$ cat src/rtl/call_stack_unit_if.sv
// Stack request/response bundle between the control unit and the call stack.
interface call_stack_unit_if #(
  parameter int DEPTH      = 8,
  parameter int PC_WIDTH   = 8,
  parameter int FLAG_WIDTH = 4
);
  localparam int DW = $clog2(DEPTH + 1);

  logic                  in_push_en;
  logic                  in_pop_en;
  logic [PC_WIDTH-1:0]   in_pc;
  logic [FLAG_WIDTH-1:0] in_flags;
  logic [PC_WIDTH-1:0]   out_pc;
  logic [FLAG_WIDTH-1:0] out_flags;
  logic [DW-1:0]         out_depth;
  logic                  out_empty;
  logic                  out_full;
  logic                  out_overflow;
  logic                  out_underflow;

  // Control unit side: issues strobes and push data, samples the top entry.
  modport master (
    output in_push_en, in_pop_en, in_pc, in_flags,
    input  out_pc, out_flags, out_depth, out_empty, out_full,
           out_overflow, out_underflow
  );

  // Stack side: responds to strobes.
  modport slave (
    input  in_push_en, in_pop_en, in_pc, in_flags,
    output out_pc, out_flags, out_depth, out_empty, out_full,
           out_overflow, out_underflow
  );
endinterface

$ cat src/rtl/call_stack_unit.sv
// Return-address/flags stack. Entries are {flags, pc}; sp points at the next
// free slot. The top entry is read combinationally so the control unit and PC
// can sample it on the same edge that retires the pop.
module call_stack_unit #(
  parameter int DEPTH      = 8,
  parameter int PC_WIDTH   = 8,
  parameter int FLAG_WIDTH = 4
) (
  input  logic             clk,
  input  logic             rst,
  call_stack_unit_if.slave bus
);
  localparam int AW = $clog2(DEPTH);
  localparam int DW = $clog2(DEPTH + 1);
  localparam int EW = FLAG_WIDTH + PC_WIDTH;

  logic [DW-1:0] sp_q, sp_d;
  logic          ovf_q, ovf_d;
  logic          udf_q, udf_d;
  logic [EW-1:0] mem_q [DEPTH];

  logic          empty, full, wr_en;
  logic [AW-1:0] wr_idx, top_idx;
  logic [EW-1:0] top;

  assign empty   = (sp_q == '0);
  assign full    = (sp_q == DW'(DEPTH));
  assign top_idx = AW'(sp_q - DW'(1));

  // Next-state decode. A simultaneous push+pop on a non-empty stack replaces
  // the top in place, so it can neither overflow nor underflow; on an empty
  // stack it degrades to a plain push.
  always_comb begin
    sp_d   = sp_q;
    ovf_d  = ovf_q;
    udf_d  = udf_q;
    wr_en  = 1'b0;
    wr_idx = AW'(sp_q);
    if (bus.in_push_en && bus.in_pop_en && !empty) begin
      wr_en  = 1'b1;
      wr_idx = top_idx;
    end else if (bus.in_push_en) begin
      if (full) begin
        ovf_d = 1'b1;
      end else begin
        wr_en = 1'b1;
        sp_d  = sp_q + DW'(1);
      end
    end else if (bus.in_pop_en) begin
      if (empty) udf_d = 1'b1;
      else       sp_d  = sp_q - DW'(1);
    end
  end

  // Stack pointer and sticky error flags.
  always_ff @(posedge clk or posedge rst) begin
    if (rst) begin
      sp_q  <= '0;
      ovf_q <= 1'b0;
      udf_q <= 1'b0;
    end else begin
      sp_q  <= sp_d;
      ovf_q <= ovf_d;
      udf_q <= udf_d;
    end
  end

  // Entry storage is not reset; writes are blocked while rst is held.
  always_ff @(posedge clk) begin
    if (wr_en && !rst) mem_q[wr_idx] <= {bus.in_flags, bus.in_pc};
  end

  assign top               = empty ? '0 : mem_q[top_idx];
  assign bus.out_pc        = top[PC_WIDTH-1:0];
  assign bus.out_flags     = top[EW-1:PC_WIDTH];
  assign bus.out_depth     = sp_q;
  assign bus.out_empty     = empty;
  assign bus.out_full      = full;
  assign bus.out_overflow  = ovf_q;
  assign bus.out_underflow = udf_q;
endmodule

$ cat src/flat_wrapper.sv
// flat-port wrapper written by rule: the top's interface ports become plain ports
module call_stack_unit_flat 
#(
  parameter int DEPTH      = 8,
  parameter int PC_WIDTH   = 8,
  parameter int FLAG_WIDTH = 4
)
  (clk, rst, bus_in_push_en, bus_in_pop_en, bus_in_pc, bus_in_flags, bus_out_pc, bus_out_flags, bus_out_depth, bus_out_empty, bus_out_full, bus_out_overflow, bus_out_underflow);
  call_stack_unit_if #(.DEPTH(DEPTH), .PC_WIDTH(PC_WIDTH), .FLAG_WIDTH(FLAG_WIDTH)) bus_i ();
  input  logic clk;
  input  logic rst;
  input wire logic [$bits(bus_i.in_push_en)-1:0] bus_in_push_en;
  input wire logic [$bits(bus_i.in_pop_en)-1:0] bus_in_pop_en;
  input wire logic [$bits(bus_i.in_pc)-1:0] bus_in_pc;
  input wire logic [$bits(bus_i.in_flags)-1:0] bus_in_flags;
  output wire logic [$bits(bus_i.out_pc)-1:0] bus_out_pc;
  output wire logic [$bits(bus_i.out_flags)-1:0] bus_out_flags;
  output wire logic [$bits(bus_i.out_depth)-1:0] bus_out_depth;
  output wire logic [$bits(bus_i.out_empty)-1:0] bus_out_empty;
  output wire logic [$bits(bus_i.out_full)-1:0] bus_out_full;
  output wire logic [$bits(bus_i.out_overflow)-1:0] bus_out_overflow;
  output wire logic [$bits(bus_i.out_underflow)-1:0] bus_out_underflow;
  assign bus_i.in_push_en = bus_in_push_en;
  assign bus_i.in_pop_en = bus_in_pop_en;
  assign bus_i.in_pc = bus_in_pc;
  assign bus_i.in_flags = bus_in_flags;
  assign bus_out_pc = bus_i.out_pc;
  assign bus_out_flags = bus_i.out_flags;
  assign bus_out_depth = bus_i.out_depth;
  assign bus_out_empty = bus_i.out_empty;
  assign bus_out_full = bus_i.out_full;
  assign bus_out_overflow = bus_i.out_overflow;
  assign bus_out_underflow = bus_i.out_underflow;
  call_stack_unit #(.DEPTH(DEPTH), .PC_WIDTH(PC_WIDTH), .FLAG_WIDTH(FLAG_WIDTH)) u_core (.clk(clk), .rst(rst), .bus(bus_i));
endmodule
$ cat config.mk
export PLATFORM = sky130hd
export DESIGN_NAME = call_stack_unit_flat
export DESIGN_NICKNAME = d
export VERILOG_FILES = /design/src/rtl/call_stack_unit_if.sv /design/src/rtl/call_stack_unit.sv /design/src/flat_wrapper.sv
export SDC_FILE = /design/constraint.sdc
export NUM_CORES = 1
export LEC_CHECK = 0
export BUFFER_PORTS_ARGS = -buffer_cell sky130_fd_sc_hd__buf_2
export CORE_MARGIN = 2
export CORE_UTILIZATION = 53
export DETAILED_ROUTE_END_ITERATION = 8
export PLACE_DENSITY = 0.75
export SYNTH_ARGS = -nofsm -noshare
export SYNTH_HDL_FRONTEND = slang
export SYNTH_SLANG_ARGS = --single-unit
$ cat constraint.sdc
create_clock -name clk -period 2.66 [get_ports clk]
set_clock_uncertainty 0.1 [all_clocks]
set_input_delay 0.133 -clock clk [delete_from_list [all_inputs] [get_ports clk]]
set_output_delay 0.133 -clock clk [all_outputs]
set_load 0.03 [all_outputs]
* Word-level counts from Yosys, hierarchy flattened
Memory sizes are Yosys's and may differ from the RTL's. Cells that the tools add are included.
Word-level totals: register bits 6, memory bits (writable) 96, input port bits 16, output and inout bits 20, logic and storage cells 32, memories kept 1
Cells by class: add/subtract/negate cells 2, eq/ne operators 3, mux-type cells 11, bitwise logic cells 2, reductions and logical operators 10
Memories:
- u_core.mem_q | depth 8, width 12, rd ports 1, clocked after Yosys merged registers in 0, write ports 1, RTL line call_stack_unit.sv:20 | logic [EW-1:0] mem_q [DEPTH];
Operators by type and width (number):
- 2-to-1 mux 4 bit | 4
- 2-to-1 mux 12 bit | 1
- AND reduction 4 bit | 2
- 2-to-1 mux 1 bit | 5
- adder 4 x 1 -> 4 bit, second input constant | 1
- == test 4 bit, second input constant | 1
- zero test 4 bit | 1
- inequality test 2 bit, second input constant | 2
- subtractor 4 x 1 -> 4 bit, second input constant | 1
- logical AND 1 bit | 3
- 2-to-1 mux 3 bit | 1
- AND reduction 3 bit | 1
- zero test 1 bit | 2
- inverter 1 bit | 2
- nonzero test 2 bit | 1

* Logic depth before layout (Yosys ltp)
Gate-level depths: netlist of the first run.
word-level depth 7, gate-level depth with buffers 9, gate-level depth less buffers 6

* Least setup slack after synthesis of the first run
No wires, ideal clock.
kind flip-flop to output port, from register u_core.sp_q[0] (netlist: u_core.bus.out_depth[0]), to output port bus_out_flags[0], arrival time 2.706 ns, data required time 2.427 ns, setup slack -0.279 ns, cell stages (with the launch flop) 9, buffers on the path 4, cell sequence dfrtp_1 -> inv_1 -> ha_1 -> clkbuf_2 -> buf_4 -> buf_4 -> buf_2 -> a211oi_1 -> nor4_1
On the way: cells in the longest elaborated chain, start to end 3, elaborated cells between the ends (all ways) 4
Ends and longest elaborated chain:
- start: declaration | RTL line call_stack_unit.sv:17 | logic [DW-1:0] sp_q, sp_d;
- start signal: assignment | RTL line call_stack_unit.sv:62 | sp_q <= sp_d;
- subtractor 4 x 1 -> 4 bit | RTL line call_stack_unit.sv:28 | assign top_idx = AW'(sp_q - DW'(1));
- memory read (8 x 12 bit)
- 2-to-1 mux 12 bit (*) | RTL line call_stack_unit.sv:73 | assign top = empty ? '0 : mem_q[top_idx];
- end: declaration | RTL line flat_wrapper.sv:17 | output wire logic [$bits(bus_i.out_flags)-1:0] bus_out_flags;
Mark *: on every way between the ends. The rest lies on a longest branch, timed or not.

* Worst setup path in the final report of the first run
from register u_core.sp_q[1] (netlist: u_core.bus.out_depth[1]), to output port bus_out_pc[1]
On the way: cells in the longest elaborated chain, start to end 3, elaborated cells between the ends (all ways) 4
Ends and longest elaborated chain:
- subtractor 4 x 1 -> 4 bit | RTL line call_stack_unit.sv:28
- memory read (8 x 12 bit)
- 2-to-1 mux 12 bit (*) | RTL line call_stack_unit.sv:73
- end: declaration | RTL line flat_wrapper.sv:16 | output wire logic [$bits(bus_i.out_pc)-1:0] bus_out_pc;
Marked as above.

==> summary by stage, run 1 <==
Run status
The run finished with clean final reports.

Clock network
The clock tree from TritonCTS is done. The number of buffers created by CTS is 9. The H-tree was split into 3 levels. The number of sinks driven by the clock tree is approximately 100.

In this run the deepest clock path goes through 2 buffers. The clock latency on the worst-skew pair is 0.35 ns. The cell at the root of the clock tree is clkbuf_8. After clock tree synthesis, the clock-pin slew on the worst setup and hold paths is roughly 0.090 ns.

Timing
For this run, the top clock speed supported by timing is 0.3934 GHz. The final max-slew violation count was 0. At the pin with the least slew margin, the transition time is between 0.7 and 0.8 ns.

Setup repair after global routing left no endpoint under its margin. Setup violations remaining at the end of the flow were counted as 0. The worst path uses about 96% of the clock period. Setup slack on the critical path of the routed design comes to 0.1181 ns. The final count of hold timing violations was 0.

The relative max-transition margin is a little over half. After layout, the minimum clock period comes to 2.542 ns.

Placed design
Routability-driven placement finished with a final weighted congestion of approximately 0.8. Port buffering added 35 buffers. The pre-CTS worst setup slack is 0.1878 ns. The total cell area at the placement stage is ~4700 sq um.

The total half-perimeter wirelength after legalization and detailed placement is around 5400 um.

Finish
Relative to the synthesized area, the layout overhead comes to 18.94%. With fillers left out, the area of the finished cells amounts to 5084 sq um. The final design utilization is 65.45%.

The number of nets at the end of the flow is 352. The repair_antennas step left the layout with diodes totalling 0. The share of final-layout standard cells stronger than drive strength 1 is 36.80%.

Synth
When the netlist entered floorplanning its net count stood at 288. The fraction of post-synthesis cell area in the top cell type by area is 67.45%. The primary flip-flop cell chosen by synthesis mapping is edfxtp_1. The synthesized design spends more area on one cell type than any other, namely edfxtp_1. Sequential elements use 70.96% of the synthesized area. Dividing the synthesized area by the synthesized cell count gives 15.83 sq um. In this run, synthesis inferred 96 flip-flops with an integrated enable. By area the synthesized netlist is led by edfxtp_1 (67%), mux2_2 (6.3%), dfrtp_1 (3.5%).

The most common cell in the synthesized netlist is edfxtp_1. By count the netlist is led by edfxtp_1 (96), mux2_2 (24), nor2b_1 (24), nor4_1 (14). The unique cell type count in the Yosys netlist is 36. The count of mapped cells out of synthesis is 270. The synthesized netlist occupies a cell area of 4274 sq um. Yosys printed 0 warnings. Of all flip-flops after synthesis, the portion carrying an async set or reset was 5.882%.

The number of storage elements in the synthesis netlist is 102.

Floorplan
The die is 93.80 um wide. Row generation in the floorplan step produced 32 rows. The die covers a little under 9000 sq um.

36 I/O pins were placed. The die boundary height is about 94 um. The floorplan core area is 7767 sq um. For this configuration, the core starts out at a cell density of 55.03%.

Global routing
The initial antenna violation count came to 0. The first global-routing pass estimated 13240 um of wire. Entering global routing, the biggest net connects 41 pins. The global-route congestion overflow total is 0.

For this run, the total global-route usage over all layers was measured as 20.94%. The number of global-route vias before repair is between 2000 and 3000.

Run
The number of max-capacitance violations reported is 0.

Worst setup path
The number of buffers and inverters on the critical path is 4. The worst endpoint required time is 2.43 ns. The worst setup path is captured at a primary output. Of all nets on the critical path, the largest fanout is 12.

Among all stages on the critical path, the largest delay is contributed by dfrtp_2. In this design, the stage delay of the slowest critical-path cell is ~0.42 ns. The arrival time reported for the critical path endpoint is 2.31 ns.

The start point of the critical path is u_core.bus.out_depth[1]$_DFFE_PP0P_. The startpoint type of the worst setup path is a register. In this run the critical register-to-register path is launched from u_core.bus.out_depth[1]$_DFFE_PP0P_.

The cell family contributing the most delay on the critical path is buffers and inverters. The critical path start-end classification is reg -> out. Traced cell by cell, the critical path runs through inv_2 > ha_4 > xnor2_2 > buf_4 > nand2_1 > buf_6 > o22ai_1 > nor4_1 > buf_2.

Detailed routing
Summed over all layers, the routed wires come to 8696 um. The total met3 wirelength after detailed routing is 349 um. The detail route stage leaves a number of antenna-violating nets equal to 0. The first-iteration detailed-routing DRC count is 115. In the routed layout, each cell is associated on average with a via count of roughly 5.9. The DRC violations left is 0. The routed metal-1 wirelength is 3940 um. The routed layout has 2572 vias. The highest layer touched by signal routing is met4. The total iterations of the first detailed-routing run is 4.

The routed wirelength normalized by instance count is 19.81 um. The routed design uses between 4000 and 5000 um of met2 wire.

Hold path
The type of the worst min-delay path is in -> reg. The worst hold path begins at bus_in_push_en.
## area by class of cell
type	count	area (sq um)
flip-flops and latches	102	3034
fillers	573	2684
repair buffers	71	513.0
clock inverters	4	26.28
clock buffers	10	127.6
multi-input cells	145	1236
inverters	5	18.77
well taps	102	127.6
## worst paths after layout
check / endpoint / slack (ns) / depth (start not counted)
max in group asynchronous: u_core.bus.out_depth[1]$_DFFE_PP0P_ / 2.04 / 3
hold / removal: u_core.bus.out_overflow$_DFFE_PP0P_ / 0.07 / 3
setup reg to reg: u_core.mem_q[3][1]$_DFFE_PP_ / 0.33 / 6
min in group asynchronous: u_core.bus.out_depth[3]$_DFFE_PP0P_ / 0.18 / 3
hold reg to reg: u_core.bus.out_overflow$_DFFE_PP0P_ / 0.39 / 2
setup / recovery: bus_out_pc[1] / 0.12 / 9
## kinds of logic (layout without fill, tap and decap cells)
| kind of cell | after synthesis | after routing | synth area share (%) |
|---|---|---|---|
| AND/OR/NAND/NOR | 65 | 65 | 9.104 |
| adder cells (fa/ha/maj) | 2 | 2 | 0.5854 |
| buffers and inverters | 23 | 90 | 2.957 |
| XOR/XNOR | 6 | 6 | 1.405 |
| AO/OA/AOI/OAI | 45 | 45 | 7.963 |
| flip-flops | 102 | 102 | 70.96 |
| multiplexers | 27 | 27 | 7.026 |
## through the flow
step	setup TNS (ns)	std cells	hold slack (ns)
3_3_place_gp	0	409	-0.01261
5_1_grt	0	439	0.08368
6_report	0	439	0.07281
4_1_cts	0	437	0.04472
2_1_floorplan	-5.416	270	-0.1678
3_5_place_dp	0	409	0.002282
## registers in the layout (all words and copies together) (netlist names)
signal	cells
u_core.bus.out_underflow	1
u_core.mem_q	96
u_core.bus.out_overflow	1
u_core.bus.out_depth	4
## repair_timing
item                                    4_1_cts  5_1_grt
hold buffers                                 14        0
endpoints found under the setup margin       12       11
pin swaps                                     1        1
hold endpoints to repair                    104        0
setup buffers                                 0        2
gates resized for setup                      13        5
## worst min-delay path: stages
cell and delay (ns):
buf_2 0.17, inv_1 0.11, o41ai_1 0.08
## routing by layer
layer | global-route usage [%] | up-vias
li1 | - | 1194
met4 | 10.63 | 0
met2 | 32.02 | 67
met3 | 5.377 | 16
met5 | 0 | -
met1 | 27.85 | 1295
## cell usage in the layout (no fill, tap or decap), types with 10 or more instances in the layout
master and instances:
nor2b_1 24, dlygate4sd3_1 14, nor4_2 10, a211oi_1 11, o22ai_1 12, buf_2 30
edfxtp_1 96, buf_4 24, mux2_2 24
Power of run 1 is left out: the tool's default activity adds up to more than one toggle a clock period on the data nets, which glitch-free logic cannot reach.
==> run 2, diff against run 1 <==
Settings changed: CORE_ASPECT_RATIO from default to 1.5, CORE_UTILIZATION 53 to 52, PLACE_DENSITY 0.75 to 0.74, TNS_END_PERCENT from default to 1.
==> summary by stage, run 2 (synthesis gave the netlist of run 1 again) <==
Clock network
The post-CTS clock slew at the launch and capture registers of the worst setup and hold paths was 0.06 ns (was 0.09 ns). The number of sinks driven by the clock tree is 102 (unchanged). The clock tree from TritonCTS was done (unchanged).

The buffer levels on the longest clock path is 2 (unchanged). The number of setup buffers added after CTS is 0 (unchanged). The number of buffers created by CTS is 9 (unchanged). The cell at the root of the clock tree is clkbuf_16 (was clkbuf_8). The count of H-tree levels built during CTS is 3 (unchanged). The clock latency on the worst-skew pair is 0.33 ns (was 0.35 ns).

Detailed routing
The total vias in the final route came to 2602 (was 2572). The average via count per standard cell came to 5.887 (was 5.859). The number of antenna-violating nets in the routed design came to 0 (unchanged). The routed wirelength normalized by instance count is 19.87 um (was 19.81 um).

The DRC violations left is 0 (unchanged). The first-iteration detailed-routing DRC count is 171 (was 115). The wire length reported by the detailed router is 8783 um (was 8696 um).

The total iterations of the first detailed-routing run came to 4 (unchanged).

Global routing
The initial antenna violation count is 0 (unchanged). The pin count of the biggest net entering global routing came to 43 (was 41). The total routing usage reported by global routing was 20.77% (was 20.94%). The global-route congestion overflow total was 0 (unchanged).

The number of global-route vias before repair is 2551 (was 2532). The first-pass GRT wire length was 13550 um (was 13240 um).

Placed design
The number of cells after detailed placement is 414 (was 409). The global placement routability congestion is 0.8888 (was 0.7796). The pre-CTS worst setup slack is 0.1967 ns (was 0.1878 ns). The number of buffers inserted by port buffering came to 35 (unchanged). The total cell area at the placement stage is 4672 sq um (was 4720 sq um).

The total half-perimeter wirelength after legalization and detailed placement is 5748 um (was 5447 um).

Timing
The peak clock frequency supported by timing is 0.3898 GHz (was 0.3934 GHz). The minimum hold slack is 0.02576 ns (was 0.07281 ns). Setup repair after global routing missed its margin: yes (was no).

The final count of hold timing violations is 0 (unchanged). The share of the clock period used by the worst path is 96.46% (was 95.56%). The post-layout worst setup margin came to 0.09429 ns (was 0.1181 ns). The relative max-transition margin was 65.77% (was 52.38%). The slew at the pin with the worst max-slew slack is 0.5122 ns (was 0.7112 ns). The final max-slew violation count is 0 (unchanged). The final setup violation count came to 0 (unchanged).

The final period demand of the worst path is 2.566 ns (was 2.542 ns).

Worst setup path
The arrival time reported for the critical path endpoint is 2.33 ns (was 2.31 ns). The type of element capturing the critical path was a primary output (unchanged). The maximum fanout along the worst path came to 7 (was 12). The critical path start-end classification is reg -> out (unchanged). The minimum setup slack among reg-to-reg paths is 0.34 ns (was 0.33 ns). The destination of the worst register-to-register timing path is u_core.mem_q[1][10]$_DFFE_PP_ (was u_core.mem_q[3][1]$_DFFE_PP_). The reg-to-reg critical path startpoint is u_core.bus.out_depth[1]$_DFFE_PP0P_ (unchanged). The number of cells on the worst reg-to-reg path is 8 (was 6).

The worst endpoint required time is 2.43 ns (about the same). The startpoint type of the worst setup path is a register (unchanged).

Floorplan
The effective utilization at floorplan is 53.37% (was 55.03%). The number of rows created at floorplan is 40 (was 32). The die boundary height is 115.0 um (was 93.80 um).

The floorplan core area was 8008 sq um (was 7767 sq um). The horizontal die dimension was 78.03 um (was 93.80 um). The total die area is 8976 sq um (was 8798 sq um). The number of primary I/O pins was 36 (unchanged).

Run
The number of max-capacitance violations reported is 0 (unchanged).

Hold path
The cell count of the worst hold path came to 1 (was 3). The hold path endpoint is u_core.mem_q[4][6]$_DFFE_PP_ (was u_core.bus.out_overflow$_DFFE_PP0P_). The startpoint of the lowest-slack hold path was bus_in_pc[6] (was bus_in_push_en). The type of the worst min-delay path is in -> reg (unchanged).

Finish
The number of nets at the end of the flow is 351 (was 352). The number of fillers in the final layout is 595 (was 573). The register with the most flip-flops is u_core.mem_q (unchanged). The area occupied by multi-input gates is 1199 sq um (was 1236 sq um). The summed area of non-filler cells in the final layout was 5141 sq um (was 5084 sq um). The share of final-layout standard cells stronger than drive strength 1 is 32.64% (was 36.80%).

The layout overhead on the synthesized area is 20.29% (was 18.94%). Most used cells in the layout excluding fill and tap cells: edfxtp_1 (96), buf_2 (29), buf_4 (26) (was edfxtp_1 (96), buf_2 (30), nor2b_1 (24), mux2_2 (24), buf_4 (24)). The flip-flop count of the largest register, all copies and words added is 96 (unchanged).

The total area of sequential cells came to 3034 sq um (unchanged). The number of antenna cells inserted is 0 (unchanged). The leading cell type in the layout, fill and taps excluded is edfxtp_1 (unchanged). The count of placed standard cells in the final layout, fillers left out was 442 (was 439).

Run status
Status: completed (unchanged).
==> run 2: cell types whose count changed in the layout (fill, tap and decap cells not counted), moves of 3 or more <==
cell	delta
clkbuf_16	+9
clkbuf_8	-9
nor2_1	+8
nor2_2	-5
clkinv_1	+4
nor4_1	+4
nor4_2	-4
a2111oi_0	-3
nor2_4	-3
==> run 2: worst max-delay path by stage <==
stage               slack, ns                                start                to  cells after the start
floorplan               -0.28  u_core.bus.out_depth[0]$_DFFE_PP0P_  bus_out_flags[1]                      8
global placement         0.22  u_core.bus.out_depth[1]$_DFFE_PP0P_     bus_out_pc[1]                      7
detailed placement       0.20  u_core.bus.out_depth[1]$_DFFE_PP0P_     bus_out_pc[1]                      7
CTS                     -0.01  u_core.bus.out_depth[1]$_DFFE_PP0P_  bus_out_flags[2]                      8
global route           -0.002  u_core.bus.out_depth[1]$_DFFE_PP0P_     bus_out_pc[2]                      8
finish                   0.09  u_core.bus.out_depth[1]$_DFFE_PP0P_     bus_out_pc[0]                      8
==> run 2: layout make-up <==
class,instances,area share (%)
sequential,102,59.02
multi-input combinational,145,23.31
timing repair buffer,70,9.929
clock buffer,11,4.527
tap,105,2.555
inverter,5,0.3651
clock inverter,4,0.2920
==> run 2: critical path, cell delays in order (launching register included) <==
cell      delay, ns
dfrtp_2        0.42
inv_1          0.12
ha_4           0.21
xnor2_4        0.25
nand2b_1       0.17
buf_4          0.17
o22ai_1        0.08
nor4_1         0.30
buf_2          0.27
==> run 2: through the flow <==
step | TNS [ns] | utilization (%)
floorplan | -21.31 | -
global placement | 0 | 58.34
detailed placement | 0 | 58.34
CTS | -0.03630 | 63.52
global route | -0.003436 | 64.20
finish | 0 | 64.20
==> run 2: timing repair <==
item / 4_1_cts / 5_1_grt
gates resized for setup: 10 / 15
setup endpoints to repair: 12 / 12
gates cloned: 0 / 0
hold endpoints to repair: 91 / 0
hold buffers: 13 / 0
==> run 2: layer usage <==
layer | global-route usage, % | share of wire [%] | vias to the layer above
met3 | 3.454 | 3.7 | 15
met4 | 8.772 | 2.2 | 0
met1 | 25.98 | 42 | 1314
li1 | - | - | 1192
met2 | 35.92 | 52 | 81
met5 | 0 | 0 | -
Power of run 2 is left out for the same reason.
==> run 3, diff against run 2 <==
Settings changed: CORE_ASPECT_RATIO 1.5 to 0.6.
==> summary by stage, run 3 (synthesis gave the netlist of run 1 again) <==
Run status
Status: completed (unchanged).

Clock network
The clock tree from TritonCTS is done (unchanged). The post-CTS clock slew at the launch and capture registers of the worst setup and hold paths was 0.06 ns (about the same). The number of sinks driven by the clock tree is 102 (unchanged).

The count of H-tree levels built during CTS is 3 (unchanged). The cell at the root of the clock tree is clkbuf_16 (unchanged). The buffer levels on the longest clock path is 2 (unchanged).

The clock latency on the worst-skew pair is 0.33 ns (about the same). The number of buffers created by CTS was 9 (unchanged).

Global routing
The global routing met2 resource utilization is 30.59% (was 35.92%). The met1 routing resource usage after global routing is 32.45% (was 25.98%). The initial antenna violation count is 0 (unchanged). The number of global-route vias before repair is 2351 (was 2551). The pin count of the biggest net entering global routing is 46 (was 43). The global-route layer with the greatest usage is met1 (was met2). The first-pass GRT wire length is 13510 um (was 13550 um). The met3 routing resource usage after global routing is 6.902% (was 3.454%). The global-route congestion overflow total is 0 (unchanged).

The total routing usage reported by global routing was 21.26% (was 20.77%).

Floorplan
The total die area was 8984 sq um (was 8976 sq um). The number of rows created at floorplan is 25 (was 40). The horizontal die dimension is 121.0 um (was 78.03 um). The die boundary height is 74.23 um (was 115.0 um). The number of primary I/O pins was 36 (unchanged). The effective utilization at floorplan came to 54.01% (was 53.37%).

The floorplan core area is 7914 sq um (was 8008 sq um).

Detailed routing
The wire length reported by the detailed router is 8849 um (was 8783 um). The number of antenna-violating nets in the routed design came to 0 (unchanged). The first-iteration detailed-routing DRC count is 250 (was 171).

The total iterations of the first detailed-routing run is 4 (unchanged). The average via count per standard cell was 5.699 (was 5.887). The total vias in the final route was 2519 (was 2602). The routed wirelength normalized by instance count is 20.02 um (was 19.87 um). The DRC violations left is 0 (unchanged).

Finish
The share of final-layout standard cells stronger than drive strength 1 is 32.93% (was 32.64%). The leading cell type in the layout, fill and taps excluded is edfxtp_1 (unchanged). Most used cells in the layout excluding fill and tap cells: edfxtp_1 (96), buf_2 (31), buf_4 (25) (was edfxtp_1 (96), buf_2 (29), buf_4 (26)). The number of nets at the end of the flow is 349 (was 351).

The number of fillers in the final layout is 587 (was 595). The layout overhead on the synthesized area came to 19.00% (was 20.29%). The register with the most flip-flops was u_core.mem_q (unchanged).

The number of antenna cells inserted is 0 (unchanged). The flip-flop count of the largest register, all copies and words added is 96 (unchanged). The count of placed standard cells in the final layout, fillers left out is 442 (unchanged).

Worst setup path
The number of cells on the worst reg-to-reg path came to 8 (unchanged). The worst endpoint required time is 2.43 ns (about the same). The maximum fanout along the worst path was 45 (was 7).

The arrival time reported for the critical path endpoint is 2.33 ns (about the same). The type of element capturing the critical path was a primary output (unchanged). The startpoint type of the worst setup path is a register (unchanged). The critical path start-end classification is reg -> out (unchanged).

Timing
The relative max-transition margin is 62.41% (was 65.77%). The peak clock frequency supported by timing is 0.3909 GHz (was 0.3898 GHz). The slew at the pin with the worst max-slew slack is 0.5496 ns (was 0.5122 ns). The final count of hold timing violations was 0 (unchanged). The final period demand of the worst path is 2.558 ns (was 2.566 ns). The post-layout worst setup margin is 0.1019 ns (was 0.09429 ns). The final max-slew violation count is 0 (unchanged). Setup repair after global routing missed its margin: no (was yes).

The share of the clock period used by the worst path is 96.17% (was 96.46%). The minimum hold slack is 0.01147 ns (was 0.02576 ns). The final setup violation count is 0 (unchanged).

The sum of negative setup slack is 0 ns (unchanged).

Placed design
The number of cells after detailed placement is 418 (was 414). The global placement routability congestion is 0.8965 (was 0.8888). The total half-perimeter wirelength after legalization and detailed placement was 5896 um (was 5748 um). The number of buffers inserted by port buffering is 35 (unchanged). The pre-CTS worst setup slack is 0.1953 ns (was 0.1967 ns).

Hold path
The type of the worst min-delay path is in -> reg (unchanged). The cell count of the worst hold path is 1 (unchanged).

Run
The number of max-capacitance violations reported came to 0 (unchanged).
[run 3: final timing paths]
| kind | startpoint | endpoint | slack, ns |
|---|---|---|---|
| setup / recovery | u_core.bus.out_depth[1]$_DFFE_PP0P_ | bus_out_pc[0] | 0.10 |
| hold / removal | bus_in_pc[1] | u_core.mem_q[3][1]$_DFFE_PP_ | 0.01 |
| setup reg to reg | u_core.bus.out_depth[1]$_DFFE_PP0P_ | u_core.mem_q[5][9]$_DFFE_PP_ | 0.33 |
| hold reg to reg | u_core.bus.out_overflow$_DFFE_PP0P_ | u_core.bus.out_overflow$_DFFE_PP0P_ | 0.36 |
| max in group asynchronous | rst | u_core.bus.out_depth[1]$_DFFE_PP0P_ | 2.02 |
| min in group asynchronous | rst | u_core.bus.out_underflow$_DFFE_PP0P_ | 0.19 |
[run 3: cell type report]
class                      instances  area [sq um]  area share (%)
clock buffer                      11         232.7           4.576
clock inverter                     3         13.76          0.2706
inverter                           5         18.77          0.3690
multi-input combinational        145          1177           23.15
sequential                       102          3034           59.66
tap                              108         135.1           2.657
timing repair buffer              68         474.2           9.323
[run 3: timing repair]
item / CTS / global route
buffers inserted: 0 / 0
hold buffers: 10 / 0
setup endpoints to repair: 12 / 12
endpoints found under the hold margin: 71 / 0
resized for setup: 7 / 11
[run 3: metrics by stage]
step	utilization (%)	instance area [sq um]
2_1_floorplan	-	4280
3_3_place_gp	59.02	4671
3_5_place_dp	59.02	4671
4_1_cts	63.76	5046
5_1_grt	64.27	5086
6_report	64.27	5086
[run 3: critical path, stage by stage (launching register included)]
cell     delay, ns
dfrtp_2       0.45
inv_1         0.17
ha_4          0.24
buf_12        0.18
mux2_2        0.27
o22ai_1       0.09
nor4_2        0.31
buf_2         0.26
[run 3: routing by layer]
| layer | routed length (um) | up-vias |
|---|---|---|
| li1 | - | 1195 |
| met1 | 4351 | 1247 |
| met2 | 3932 | 72 |
| met3 | 521 | 5 |
| met4 | 44 | 0 |
| met5 | 0 | - |
Power of run 3 is left out for the same reason.
